File: src/rtl/jump_pkg.sv
// Shared types and widths for the jump game-flow blocks.
package jump_pkg;
    localparam int SCORE_W = 16;
    localparam int X_W_DEF = 32;

    typedef enum logic [2:0] {
        IDLE,
        CHARGE,
        FLY,
        JUDGE,
        RELOAD,
        OVER
    } state_t;
endpackage

File: src/rtl/btn_sync_edge.sv
// Two-flop synchronizer for an asynchronous button, with one-cycle rise/fall pulses
// taken from the synchronized level.
module btn_sync_edge (
    input  logic clk,
    input  logic rst,
    input  logic i_btn,
    output logic o_level,
    output logic o_rise,
    output logic o_fall
);
    logic [2:0] sync_pipe;

    always_ff @(posedge clk) begin
        if (rst) sync_pipe <= '0;
        else     sync_pipe <= {sync_pipe[1:0], i_btn};
    end

    assign o_level = sync_pipe[1];
    assign o_rise  = sync_pipe[1] & ~sync_pipe[2];
    assign o_fall  = ~sync_pipe[1] & sync_pipe[2];
endmodule

File: src/rtl/jump_judge.sv
// Game-flow controller: charge on button hold, animate the flight, judge the landing,
// drive reload handshake and keep the score. Optional JUMP_PERFECT_BONUS_EN adds o_perfect.
module jump_judge
    import jump_pkg::*;
#(
    parameter int X_W          = X_W_DEF,
    parameter int PLAYER_X0    = 100,
    parameter int CHARGE_DIV   = 2500,
    parameter int CHARGE_MAX   = 400,
    parameter int FLY_DIV      = 1000,
    parameter int JUMP_STEP    = 4,
    parameter int BLOCK_HALF_W = 20
) (
    input  logic               clk_machine,
    input  logic               rst_machine,
    input  logic               i_btn,
    input  logic [X_W-1:0]     i_x_block1,
    input  logic [X_W-1:0]     i_x_block2,
    input  logic               i_en_block2,
    input  logic               i_reload_done,
    output logic               o_reload,
    output logic [X_W-1:0]     o_x_player,
    output logic [X_W-1:0]     o_charge,
    output logic [SCORE_W-1:0] o_score,
`ifdef JUMP_PERFECT_BONUS_EN
    output logic               o_perfect,
`endif
    output logic               o_game_over
);
    localparam logic [31:0]    CDIV_M1 = 32'(CHARGE_DIV - 1);
    localparam logic [31:0]    FDIV_M1 = 32'(FLY_DIV - 1);
    localparam logic [X_W-1:0] X0      = X_W'(PLAYER_X0);
    localparam logic [X_W-1:0] CMAX    = X_W'(CHARGE_MAX);
    localparam logic [X_W-1:0] HALF_W  = X_W'(BLOCK_HALF_W);
    localparam logic [X_W-1:0] PERF_W  = X_W'(BLOCK_HALF_W / 4);

    state_t               state, state_nxt;
    logic [X_W-1:0]       x_q, x_nxt, charge_q, charge_nxt, target_q, target_nxt;
    logic [SCORE_W-1:0]   score_q, score_nxt;
    logic [31:0]          presc_q, presc_nxt;
    logic                 btn_rise, btn_fall, btn_lvl_unused, unused_x1;
    logic [X_W:0]         tgt_sum, step_sum;
    logic [X_W-1:0]       diff;
    logic [SCORE_W:0]     score_sum;
    logic                 hit, perfect_hit;

    // Block 1 position is informational only; landing is judged against block 2.
    assign unused_x1 = ^i_x_block1;

    btn_sync_edge u_btn (
        .clk     (clk_machine),
        .rst     (rst_machine),
        .i_btn   (i_btn),
        .o_level (btn_lvl_unused),
        .o_rise  (btn_rise),
        .o_fall  (btn_fall)
    );

    assign tgt_sum     = {1'b0, x_q} + {1'b0, charge_q};
    assign step_sum    = {1'b0, x_q} + (X_W + 1)'(JUMP_STEP);
    assign diff        = (target_q >= i_x_block2) ? target_q - i_x_block2 : i_x_block2 - target_q;
    assign hit         = i_en_block2 && (diff <= HALF_W);
`ifdef JUMP_PERFECT_BONUS_EN
    assign perfect_hit = hit && (diff <= PERF_W);
`else
    assign perfect_hit = 1'b0;
`endif
    assign score_sum   = {1'b0, score_q} + (perfect_hit ? (SCORE_W + 1)'(2) : (SCORE_W + 1)'(1));

    always_comb begin
        state_nxt  = state;
        x_nxt      = x_q;
        charge_nxt = charge_q;
        target_nxt = target_q;
        score_nxt  = score_q;
        presc_nxt  = presc_q + 32'd1;
        case (state)
            IDLE: if (btn_rise) begin
                state_nxt  = CHARGE;
                charge_nxt = '0;
            end
            CHARGE: begin
                if (btn_fall) begin
                    target_nxt = tgt_sum[X_W] ? '1 : tgt_sum[X_W-1:0];
                    state_nxt  = FLY;
                end else if (presc_q == CDIV_M1) begin
                    presc_nxt = '0;
                    if (charge_q < CMAX) charge_nxt = charge_q + X_W'(1);
                end
            end
            FLY: begin
                if (x_q == target_q) begin
                    state_nxt = JUDGE;
                end else if (presc_q == FDIV_M1) begin
                    presc_nxt = '0;
                    x_nxt     = (step_sum >= {1'b0, target_q}) ? target_q : step_sum[X_W-1:0];
                end
            end
            JUDGE: begin
                if (hit) begin
                    score_nxt = score_sum[SCORE_W] ? '1 : score_sum[SCORE_W-1:0];
                    state_nxt = RELOAD;
                end else begin
                    state_nxt = OVER;
                end
            end
            RELOAD: if (i_reload_done) begin
                x_nxt      = X0;
                charge_nxt = '0;
                state_nxt  = IDLE;
            end
            OVER: if (btn_rise) begin
                score_nxt  = '0;
                x_nxt      = X0;
                charge_nxt = '0;
                state_nxt  = IDLE;
            end
            default: state_nxt = IDLE;
        endcase
        if (state_nxt != state) presc_nxt = '0;
    end

    always_ff @(posedge clk_machine) begin
        if (rst_machine) begin
            state    <= IDLE;
            x_q      <= X0;
            charge_q <= '0;
            target_q <= X0;
            score_q  <= '0;
            presc_q  <= '0;
        end else begin
            state    <= state_nxt;
            x_q      <= x_nxt;
            charge_q <= charge_nxt;
            target_q <= target_nxt;
            score_q  <= score_nxt;
            presc_q  <= presc_nxt;
        end
    end

    assign o_reload    = (state == RELOAD);
    assign o_game_over = (state == OVER);
    assign o_x_player  = x_q;
    assign o_charge    = charge_q;
    assign o_score     = score_q;
`ifdef JUMP_PERFECT_BONUS_EN
    assign o_perfect   = (state == JUDGE) && perfect_hit;
`endif
endmodule

File: config.mk
export PLATFORM = sky130hd
export DESIGN_NAME = jump_judge
export DESIGN_NICKNAME = d
export VERILOG_FILES = /design/src/rtl/jump_pkg.sv /design/src/rtl/btn_sync_edge.sv /design/src/rtl/jump_judge.sv
export SDC_FILE = /design/constraint.sdc
export NUM_CORES = 1
export LEC_CHECK = 0
export ABC_AREA = 1
export BUFFER_PORTS_ARGS = -buffer_cell sky130_fd_sc_hd__buf_2
export CORE_AREA = 2 2 253 255
export DETAILED_ROUTE_END_ITERATION = 10
export DIE_AREA = 0 0 255 257
export PLACE_DENSITY = 0.47
export SLEW_MARGIN = 0
export SYNTH_ARGS = -nofsm -noshare
export SYNTH_HDL_FRONTEND = slang
export SYNTH_HIERARCHICAL = 1
export SYNTH_SLANG_ARGS = --single-unit
File: constraint.sdc
create_clock -name clk_machine -period 9.5 [get_ports clk_machine]
set_input_delay 1.9 -clock clk_machine [delete_from_list [all_inputs] [get_ports clk_machine]]
set_output_delay 1.9 -clock clk_machine [all_outputs]
set_load 0.01 [all_outputs]
==> out/results.ini <==
[synthesis]
yosys_warnings = 6
synth_top_family_by_area = simple AND/OR/NAND/NOR gates
synth_nets = 2709
synthTopCellsByArea = dfxtp_1 20%, nand2_1 19%, ha_1 11%, inv_1 11%, a21oi_1 5.8%
synthArstFlopShare = 0
synth-edff-count = 0
synth-simple-area-share = 0.373
yosysTopAreaCellShare = 0.201
synth.largest_area_cell = dfxtp_1
synth_compound_area_frac = 0.131
synth.area.mux_share = 0
synthAdderAreaFrac = 0.111
synth_area_um2 = 15000
postSynthCellCount = 2508
synth_xor_area_frac = 0.0596
avgSynthCellArea_um2 = 5.97
ys_ff_latch = 150
yosysSeqAreaShare = 0.201
synth_ff_type = dfxtp_1
synth.distinct_cells = 51

[drt]
drt_iter0_drc = 1024
drtAntennaViolNets = 0
drc = 0
dr.pass1.iters = 5
drt_wl_total_mm = 53.8
vias_per_cell = 4.48
num_vias = 15500
wl_per_cell_um = 15.5

[critical_path]
path_class = flip-flop to flip-flop
cp.required_ns = 9.80
cp-startpoint = o_x_player[2]
r2r_end = o_x_player[23]
path_max_fanout = 53
slowest_stage = nor4_1
cp-start-kind = flip-flop
ff2ff_path_depth = 22
r2r_setup_slack_ns = 3.93
cpMostUsedCell = nand4_1
max_stage_delay_ns = 0.52
reg2reg_from = o_x_player[2]
cp.arrival_ns = 5.87
path_cells = ha_1 > nand2_1 > nor2_1 > nand3_1 > nor2_1 > inv_1 > nor4_1 > nand4_1 > nor4_1 > xor2_1 > inv_1 > ha_1 > nand4_1 > inv_1 > nand4_1 > nor2_1 > nand4_1 > nand3_2 > buf_4 > inv_2 > o211ai_1 > a21oi_1
crit_path_end_kind = flip-flop
crit_end = o_x_player[23]

[grt]
grt_pass1_wl_mm = 83.7
grt.overflow.total = 0
grt_usage = 0.165
grt_max_degree = 73
grt_pass1_vias = 14900
antenna_found_initial = 8

[hold_path]
hp-class = flip-flop to flip-flop

[clock_tree]
ctsResizeCount = 0
ctsHoldBuffers = 0
clkLatencyLatePin_ns = 0.46
cts_root_buffer = clkbuf_16
cts_setup_buffers = 0
cts_buffer_depth = 2
cts.sinks = 150
cts_tree = done
clk_pin_slew_worst_paths_ns = 0.07
cts_buffers = 17
cts_max_level = 4

[sta]
slew_viol_final = 0
rsz0062_at_grt = no
setup_viol = 0
timing.final.ws_setup_ns = 3.93
hold_ws_ns = 0.403
fmax_mhz = 179
skew_ns = 0.0218
fin_crit_ns = 5.57
worstMarginPinSlew_ns = 1.14
timing.setup.tns_ns = 0
relSlewSlack = 0.238
hold_viol = 0
fin_crit_sh = 0.587

[layout]
syn2layout_area_growth_pct = 13.9
fin_nets = 2803
drive_gt1_frac = 0.0987
fin_area_um2 = 17100
instances_no_fill = 3463
fillers = 7227
fin_util = 0.272

[floorplanning]
floorplan.die_area_um2 = 65500
core-area_um2 = 62700
die_y_um = 257
die_w_um = 255
start_util = 0.239
boundaryPins = 151
fp-row-count = 92

[placed_design]
port_buffers = 118
place_congestion = 0.902
dp_hpwl_mm = 44.9
place_area_um2 = 16500
dp_cells = 3429
place_ws_ns = 3.43

[status]
status = complete, no violations

[job]
max-cap-violations = 0

[power_and_ir_drop]
power_mw = 1.62
ir_drop_mv = 0.130
power.density_nw_per_um2 = 95.1
power.leakage_nw = 8.48

## power by group
| group | internal, mW | switching [mW] | total (mW) |
|---|---|---|---|
| clock network | 0.378 | 0.337 | 0.714 |
| logic | 0.0779 | 0.193 | 0.270 |
| registers | 0.633 | 0.00506 | 0.638 |
## critical path: cells and delay by family (launching register included)
family,cells,cell delay (ns)
simple gates,12,2.71
xor+xnor,1,0.22
buf+inv,5,0.98
fa+ha+maj,2,0.56
flops,1,0.49
compound gates,2,0.44
## synthesized netlist by cell type, types with 25 or more instances
cell,count
nand2_1,749
inv_1,425
nor2_1,205
a21oi_1,174
dfxtp_1,150
nand3_1,135
ha_1,131
o21ai_0,70
xor2_1,60
nand4_1,53
nor2_2,44
xnor2_1,42
nor3_1,37
o211ai_1,36
clkbuf_1,35
nor4_1,25
## routing by layer
metal  up-vias  wire (um)  GRT usage
met1      6944      25900      0.224
met2       299      24700      0.273
met5         -          0          0
li1       8222          -          -
met3        63       1850     0.0158
met4         0       1360     0.0533
## sequential cells by signal, indices dropped and copies added, names as in the netlist
name / flops
state: 3
target_q: 32
u_btn/sync_pipe: 3
o_score: 16
o_charge: 32
o_x_player: 32
presc_q: 32
## placed cells by master, fill, tap and decap left out, types with 45 or more instances in the layout
cell type	count
nand3_1	134
inv_1	425
buf_2	117
dfxtp_1	150
nor2_1	204
nand4_1	53
a21oi_1	174
nand2_1	749
xor2_1	60
ha_1	131
nor2_2	45
o21ai_0	70
## area by class of cell
cell class                      instances  area [um^2]  share of cell area
Inverter                              436         1640              0.0959
Antenna cell                            2         5.00            0.000293
Timing Repair Buffer                  125          646              0.0378
Clock inverter                         15          178              0.0104
Tap cell                              846         1060              0.0620
Sequential cell                       150         3000               0.176
Clock buffer                           17          425              0.0249
Multi-Input combinational cell       1872        10100               0.593
## logic make-up after synthesis
family	count (synthesis)
AOI/OAI and AO/OA	341
buffers and inverters	486
and+or+nand+nor	1297
adders and majority gates	132
DFF	150
xor gates and xnor gates	102
## worst min path at each step
stage / start / end / slack, ns / cells past startpoint
5_1_grt: u_btn/sync_pipe[0] / u_btn/sync_pipe[1] / 0.44 / 2
6_report: u_btn/sync_pipe[0] / u_btn/sync_pipe[1] / 0.40 / 2
3_3_place_gp: u_btn/sync_pipe[0] / u_btn/sync_pipe[1] / 0.39 / 2
3_5_place_dp: u_btn/sync_pipe[0] / u_btn/sync_pipe[1] / 0.39 / 2
2_1_floorplan: u_btn/sync_pipe[0] / u_btn/sync_pipe[1] / 0.39 / 2
4_1_cts: u_btn/sync_pipe[0] / u_btn/sync_pipe[1] / 0.41 / 2
No activity file was read; power rests on OpenSTA's default activity.
